$ cat config.mk
export PLATFORM = sky130hd
export DESIGN_NAME = uart_pwm_led_ctrl_flat
export DESIGN_NICKNAME = d
export VERILOG_FILES = /design/src/rtl/uart_pwm_led_ctrl_if.sv /design/src/rtl/uart_pwm_led_ctrl.sv /design/src/flat_wrapper.sv
export SDC_FILE = /design/constraint.sdc
export NUM_CORES = 1
export LEC_CHECK = 0
export ABC_AREA = 1
export BUFFER_PORTS_ARGS = -buffer_cell sky130_fd_sc_hd__buf_2
export CORE_MARGIN = 2
export CORE_UTILIZATION = 55
export CTS_BUF_LIST = sky130_fd_sc_hd__clkbuf_4 sky130_fd_sc_hd__clkbuf_8
export CTS_CLUSTER_DIAMETER = 80
export CTS_CLUSTER_SIZE = 30
export DETAILED_ROUTE_END_ITERATION = 8
export PLACE_DENSITY = 0.79
export SYNTH_ARGS = -nofsm -noshare
export SYNTH_HDL_FRONTEND = slang
export SYNTH_SLANG_ARGS = --single-unit
$ cat constraint.sdc
create_clock -name hw_clk -period 3.1 [get_ports hw_clk]
set_input_delay 0.31 -clock hw_clk [delete_from_list [all_inputs] [get_ports hw_clk]]
set_output_delay 0.31 -clock hw_clk [all_outputs]
set_load 0.03 [all_outputs]
$ cat src/rtl/uart_pwm_led_ctrl_if.sv
// Register-style link between the LED controller and a simpleuart data port.
// The controller is the master: it strobes reads and requests writes.
interface uart_pwm_led_ctrl_if;
    logic        reg_dat_re;
    logic [31:0] reg_dat_do;
    logic        reg_dat_we;
    logic [31:0] reg_dat_di;
    logic        reg_dat_wait;

    modport master (
        output reg_dat_re,
        output reg_dat_we,
        output reg_dat_di,
        input  reg_dat_do,
        input  reg_dat_wait
    );

    modport slave (
        input  reg_dat_re,
        input  reg_dat_we,
        input  reg_dat_di,
        output reg_dat_do,
        output reg_dat_wait
    );
endinterface

$ cat src/rtl/uart_pwm_led_ctrl.sv
// UART command parser driving NUM_CH PWM channels; frames are "<ch><hex digits>" or "R",
// answered with 'K' or '?'. Duty updates are double-buffered and applied at period wrap.
module uart_pwm_led_ctrl #(
    parameter int unsigned NUM_CH         = 3,
    parameter int unsigned PWM_BITS       = 8,
    parameter int unsigned TIMEOUT_CYCLES = 1200000,
    parameter bit          INVERT         = 1'b0
) (
    input  logic                hw_clk,
    input  logic                rst,
    uart_pwm_led_ctrl_if.master uart,
    output logic [NUM_CH-1:0]   pwm_out,
    output logic                frame_err
);

    localparam int unsigned NDIG  = PWM_BITS / 4;
    localparam int unsigned IDX_W = $clog2(NDIG + 1);
    localparam int unsigned TMO_W = $clog2(TIMEOUT_CYCLES + 1);
    localparam int unsigned CH_W  = (NUM_CH > 1) ? $clog2(NUM_CH) : 1;

    localparam logic [PWM_BITS-1:0] CNT_LAST = {{(PWM_BITS-1){1'b1}}, 1'b0};
    localparam logic [TMO_W-1:0]    TMO_LAST = TMO_W'(TIMEOUT_CYCLES - 1);
    localparam logic [IDX_W-1:0]    IDX_LAST = IDX_W'(NDIG);
    localparam logic [7:0]          CHR_ACK  = 8'h4B;
    localparam logic [7:0]          CHR_NACK = 8'h3F;

    typedef enum logic [1:0] {StPoll, StConsume, StParse, StTx} state_e;

    state_e              state_q;
    logic [7:0]          byte_q;
    logic [IDX_W-1:0]    idx_q;
    logic [CH_W-1:0]     ch_q;
    logic [PWM_BITS-1:0] acc_q;
    logic [TMO_W-1:0]    tmo_q;
    logic [PWM_BITS-1:0] shadow_q [NUM_CH];
    logic                re_q;
    logic                we_q;
    logic [7:0]          di_q;
    logic                frame_err_q;

    logic [PWM_BITS-1:0] cnt_q;
    logic [PWM_BITS-1:0] active_q [NUM_CH];
    logic [NUM_CH-1:0]   pwm_q;
    logic [NUM_CH-1:0]   raw;

    logic                is_hex;
    logic                is_ch;
    logic [3:0]          nib;
    logic [7:0]          ch_off;
    logic [PWM_BITS-1:0] acc_next;

    assign uart.reg_dat_re = re_q;
    assign uart.reg_dat_we = we_q;
    assign uart.reg_dat_di = {24'h0, di_q};
    assign frame_err       = frame_err_q;
    assign pwm_out         = pwm_q;

    always_comb begin
        is_hex = 1'b0;
        nib    = 4'h0;
        if (byte_q >= 8'h30 && byte_q <= 8'h39) begin
            is_hex = 1'b1;
            nib    = 4'(byte_q - 8'h30);
        end else if (byte_q >= 8'h41 && byte_q <= 8'h46) begin
            is_hex = 1'b1;
            nib    = 4'(byte_q - 8'h37);
        end else if (byte_q >= 8'h61 && byte_q <= 8'h66) begin
            is_hex = 1'b1;
            nib    = 4'(byte_q - 8'h57);
        end
        ch_off   = byte_q - 8'h30;
        is_ch    = (byte_q >= 8'h30) && ({24'h0, ch_off} < NUM_CH);
        acc_next = (acc_q << 4) | PWM_BITS'(nib);
    end

    always_ff @(posedge hw_clk or posedge rst) begin
        if (rst) begin
            state_q     <= StPoll;
            byte_q      <= '0;
            idx_q       <= '0;
            ch_q        <= '0;
            acc_q       <= '0;
            tmo_q       <= '0;
            re_q        <= 1'b0;
            we_q        <= 1'b0;
            di_q        <= '0;
            frame_err_q <= 1'b0;
            for (int c = 0; c < NUM_CH; c++) shadow_q[c] <= '0;
        end else begin
            re_q        <= 1'b0;
            frame_err_q <= 1'b0;
            // Saturating idle counter, only meaningful inside a frame.
            if (idx_q != '0 && tmo_q != TMO_LAST) tmo_q <= tmo_q + TMO_W'(1);
            unique case (state_q)
                StPoll: begin
                    if (uart.reg_dat_do != 32'hFFFF_FFFF) begin
                        byte_q  <= uart.reg_dat_do[7:0];
                        re_q    <= 1'b1;
                        state_q <= StConsume;
                    end else if (idx_q != '0 && tmo_q == TMO_LAST) begin
                        idx_q <= '0;
                        acc_q <= '0;
                        tmo_q <= '0;
                    end
                end
                StConsume: begin
                    tmo_q   <= '0;
                    state_q <= StParse;
                end
                StParse: begin
                    state_q <= StPoll;
                    if (idx_q == '0) begin
                        if (byte_q == 8'h52) begin
                            for (int c = 0; c < NUM_CH; c++) shadow_q[c] <= '0;
                            di_q    <= CHR_ACK;
                            we_q    <= 1'b1;
                            state_q <= StTx;
                        end else if (is_ch) begin
                            ch_q  <= CH_W'(ch_off);
                            idx_q <= IDX_W'(1);
                            acc_q <= '0;
                        end else if (byte_q != 8'h0D && byte_q != 8'h0A) begin
                            di_q        <= CHR_NACK;
                            we_q        <= 1'b1;
                            frame_err_q <= 1'b1;
                            state_q     <= StTx;
                        end
                    end else if (is_hex) begin
                        if (idx_q == IDX_LAST) begin
                            for (int c = 0; c < NUM_CH; c++) begin
                                if (c == int'(ch_q)) shadow_q[c] <= acc_next;
                            end
                            idx_q   <= '0;
                            acc_q   <= '0;
                            di_q    <= CHR_ACK;
                            we_q    <= 1'b1;
                            state_q <= StTx;
                        end else begin
                            acc_q <= acc_next;
                            idx_q <= idx_q + IDX_W'(1);
                        end
                    end else begin
                        idx_q       <= '0;
                        acc_q       <= '0;
                        di_q        <= CHR_NACK;
                        we_q        <= 1'b1;
                        frame_err_q <= 1'b1;
                        state_q     <= StTx;
                    end
                end
                StTx: begin
                    if (!uart.reg_dat_wait) begin
                        we_q    <= 1'b0;
                        state_q <= StPoll;
                    end
                end
                default: state_q <= StPoll;
            endcase
        end
    end

    always_comb begin
        raw = '0;
        for (int c = 0; c < NUM_CH; c++) raw[c] = (cnt_q < active_q[c]);
    end

    // Period is 2^PWM_BITS-1 so an all-ones duty is a steady high.
    always_ff @(posedge hw_clk or posedge rst) begin
        if (rst) begin
            cnt_q <= '0;
            pwm_q <= {NUM_CH{INVERT}};
            for (int c = 0; c < NUM_CH; c++) active_q[c] <= '0;
        end else begin
            if (cnt_q == CNT_LAST) begin
                cnt_q <= '0;
                for (int c = 0; c < NUM_CH; c++) active_q[c] <= shadow_q[c];
            end else begin
                cnt_q <= cnt_q + PWM_BITS'(1);
            end
            pwm_q <= raw ^ {NUM_CH{INVERT}};
        end
    end

endmodule

$ cat src/flat_wrapper.sv
// flat-port wrapper written by rule: the top's interface ports become plain ports
module uart_pwm_led_ctrl_flat 
#(
    parameter int unsigned NUM_CH         = 3,
    parameter int unsigned PWM_BITS       = 8,
    parameter int unsigned TIMEOUT_CYCLES = 1200000,
    parameter bit          INVERT         = 1'b0
)
  (hw_clk, rst, pwm_out, frame_err, uart_reg_dat_re, uart_reg_dat_we, uart_reg_dat_di, uart_reg_dat_do, uart_reg_dat_wait);
  uart_pwm_led_ctrl_if uart_i ();
  input  logic hw_clk;
  input  logic rst;
  output logic [NUM_CH-1:0] pwm_out;
  output logic frame_err;
  output wire logic [$bits(uart_i.reg_dat_re)-1:0] uart_reg_dat_re;
  output wire logic [$bits(uart_i.reg_dat_we)-1:0] uart_reg_dat_we;
  output wire logic [$bits(uart_i.reg_dat_di)-1:0] uart_reg_dat_di;
  input wire logic [$bits(uart_i.reg_dat_do)-1:0] uart_reg_dat_do;
  input wire logic [$bits(uart_i.reg_dat_wait)-1:0] uart_reg_dat_wait;
  assign uart_reg_dat_re = uart_i.reg_dat_re;
  assign uart_reg_dat_we = uart_i.reg_dat_we;
  assign uart_reg_dat_di = uart_i.reg_dat_di;
  assign uart_i.reg_dat_do = uart_reg_dat_do;
  assign uart_i.reg_dat_wait = uart_reg_dat_wait;
  uart_pwm_led_ctrl #(.NUM_CH(NUM_CH), .PWM_BITS(PWM_BITS), .TIMEOUT_CYCLES(TIMEOUT_CYCLES), .INVERT(INVERT)) u_core (.hw_clk(hw_clk), .rst(rst), .uart(uart_i), .pwm_out(pwm_out), .frame_err(frame_err));
endmodule
==> metrics.md <==
| Metric | Value |
|---|---|
| Fin. Hold Viols | 0 |
| Layout cell share with drive strength beyond 1 | 0.109 |
| Hold buffers post-CTS | 0 |
| Largest fanout on the critical path | 18 |
| Fin nets | 890 |
| Final Skew | 5.37 ps |
| Static Leak | 3.36 nW |
| Root Buffer | clkbuf_8 |
| Adder-cell share of the synthesized area | 0.0589 |
| Post-DP HPWL | 8.74 mm |
| Setup violations, final | 0 |
| Reg clk slew, reported paths | 100 ps |
| Power Dens Cells | 643 nW/um^2 |
| Slew headroom | 0.505 |
| Worst setup SP type | register |
| CTS resizes | 0 |
| CP most frequent cell | nand3_1 |
| Die H | 108 microns |
| Clock sinks | 104 |
| Post-Syn Area per Cell | 7.59 sq um |
| Setup CP Type | register to register |
| Initial antenna violation count | 0 |
| Crit path DAT | 2550 ps |
| Largest family of logic cells by synthesized area | simple AND/OR/NAND/NOR gates |
| Post-synth EDFFs | 0 |
| Ys flop type | dfrtp_1 |
| Yosys cell types | 38 |
| Minimum clock period after layout | 2280 ps |
| Post-synthesis compound-gate area fraction | 0.0951 |
| Top delay family on crit path | simple AND/OR/NAND/NOR gates |
| Setup TNS | 0 ps |
| Vias per std cell | 5.10 |
| Vias | 4936 |
| Crit path buf inv count | 2 |
| HP Class | input port to asynchronous set/reset pin |
| Die W | 108 microns |
| Synth Instances | 784 |
| GR Util All Layers | 0.221 |
| Drt first pass iters | 7 |
| Die area | 11700 sq um |
| # IOs | 73 |
| Initial Utilization | 0.571 |
| # fillers | 928 |
| 1st-iter DRT viols | 335 |
| RSZ-0062 raised after global routing | false |
| RePlAce Congestion | 0.928 |
| Final cell count without fillers | 968 |
| Ys Warns | 0 |
| Post-route ant nets | 0 |
| Most frequent cells in the layout | nand2_1, inv_1, dfrtp_1, nor2_1, buf_2 |
| Port bufs | 47 |
| Mux contribution to synthesized area | 0 |
| First-pass GRT wire length | 20.6 mm |
| Num CTS Buffers | 9 |
| Worst setup EP type | register |
| Setup bufs post-CTS | 0 |
| Vias in the first global route | 4719 |
| Inst Count DP | 952 |
| Max incr delay on CP | 440 ps |
| Max H-tree Level | 3 |
| Post-DR wirelength/cell | 12.2 microns |
| Cell Rows | 37 |
| Global route overflow | 0 |
| Most common cell after layout, fill and taps aside | nand2_1 |
| CTS tree | yes |
| Clock Path Buffers | 2 |
| Crit-path slowest cell | dfrtp_1 |
| Worst IR drop on VDD | 0.464 mV |
| Worst-path cell chain | ha_1 -> nand3_1 -> nor2_1 -> nand3_1 -> nand2_1 -> inv_2 -> or2_2 -> nand3_1 -> inv_1 |
| Layout area overhead | 7.30% |
| WP data required | 3370 ps |
| MaxCap Viol Count | 0 |
| Pin count of the biggest net entering global routing | 61 |
| Synthesized flop and latch total | 104 |
| Max-slew violation count | 0 |
| DRT Wirelength | 11.8 mm |
| Area of the mapped netlist | 5950 sq um |
| Period utilization | 0.734 |
| Clk_lat worst skew | 370 ps |
| F_max | 0.439 GHz |
| Status | completed |
| Post-synthesis xor/xnor area fraction | 0.00442 |
| Sequential area share after synthesis | 0.438 |
| Slew of the pin with the lowest slew margin | 742 ps |
| Simple-gate portion of the synthesized area | 0.274 |
| Core area | 10400 sq um |
| Residual DRC count | 0 |
| Async S/R FF share, synth | 1.00 |
| Diodes inserted | 0 |
[layout make-up]
cell class / instances / area, sq um / area share
well taps: 136 / 170 / 0.0267
flip-flops and latches: 104 / 2600 / 0.408
multi-input cells: 535 / 2670 / 0.418
clock inverters: 6 / 66.3 / 0.0104
clock buffers: 10 / 131 / 0.0206
repair buffers: 49 / 263 / 0.0412
inverters: 128 / 483 / 0.0757
[flip-flops by register name, indices dropped and copies added, names as in the netlist]
register                count
u_core.uart.reg_dat_re      1
u_core.idx_q                2
u_core.acc_q                4
u_core.active_q            24
u_core.tmo_q               21
u_core.pwm_out              3
u_core.state_q              2
u_core.di_q                 3
u_core.frame_err            1
u_core.byte_q               8
u_core.shadow_q            24
u_core.cnt_q                8
u_core.uart.reg_dat_we      1
u_core.ch_q                 2
[cells in the mapped netlist, types with 2 or more instances]
cell type,n,area share
a21boi_0,3,0.0038
a21oi_1,29,0.024
buf_2,3,0.0025
buf_4,29,0.037
buf_6,3,0.0057
clkbuf_1,6,0.0038
dfrtp_1,104,0.44
ha_1,28,0.059
inv_1,121,0.076
inv_2,7,0.0044
nand2_1,201,0.13
nand2_2,4,0.0042
nand3_1,43,0.036
nand3_2,2,0.0034
nand3_4,4,0.012
nand4_1,5,0.0053
nor2_1,89,0.056
nor2_2,2,0.0021
nor3_1,16,0.013
o211ai_1,5,0.0063
o21a_1,4,0.0050
o21ai_0,39,0.033
o21ai_1,15,0.013
o21bai_1,2,0.0025
o31ai_1,3,0.0038
or2_0,3,0.0032
xor2_1,3,0.0044
[stage by stage]
step                total power, mW  setup slack (ps)  hold WS [ps]  utilization  area, sq um
floorplan                      2.95              57.8           420            -         6040
global placement               3.20               953           456        0.594         6180
detailed placement             3.25               882           463        0.594         6180
CTS                            4.13               860          77.4        0.613         6380
global route                   4.43               652           107        0.613         6380
finish                         4.11               824          60.7        0.613         6380
[worst paths after layout]
path | startpoint | endpoint | slack (ps) | depth (start not counted)
max | u_core.tmo_q[0] | u_core.tmo_q[1] | 820 | 9
min | rst | u_core.active_q[23] | 60 | 2
max reg2reg | u_core.tmo_q[0] | u_core.tmo_q[1] | 820 | 9
min reg2reg | u_core.acc_q[1] | u_core.acc_q[1] | 490 | 2
max in group asynchronous | rst | u_core.byte_q[7] | 2360 | 3
min in group hw_clk | uart_reg_dat_do[5] | u_core.byte_q[5] | 150 | 3
[metal layers]
layer | vias to the layer above | global-route usage | part of all wire | wire length [microns]
li1 | 2483 | - | - | -
met1 | 2302 | 0.276 | 0.44 | 5200
met2 | 134 | 0.380 | 0.50 | 5830
met3 | 17 | 0.0524 | 0.046 | 543
met4 | 0 | 0.0705 | 0.017 | 195
met5 | - | 0 | 0 | 0
[cell families (layout without fill, tap and decap cells)]
| group | Yosys count | after routing |
|---|---|---|
| fa+ha+maj | 28 | 28 |
| simple gates | 376 | 376 |
| compound gates | 103 | 103 |
| buf+inv | 169 | 193 |
| xor+xnor | 3 | 3 |
| other cells | 1 | 25 |
| flops | 104 | 104 |
[power by group]
part / switching (mW) / internal (mW) / leakage (nW)
combinational: 0.965 / 0.421 / 1.87
clock: 0.486 / 0.388 / 0.104
sequential: 0.205 / 1.64 / 1.38
[worst register-to-register path, stage by stage, from the launching register on]
cell     delay (ps)
dfrtp_1         440
ha_1            260
nand3_1         120
nor2_1          190
nand3_1         160
nand2_1         330
inv_2           240
or2_2           330
nand3_1          80
inv_1            50
(Power assumes the default switching activity.)
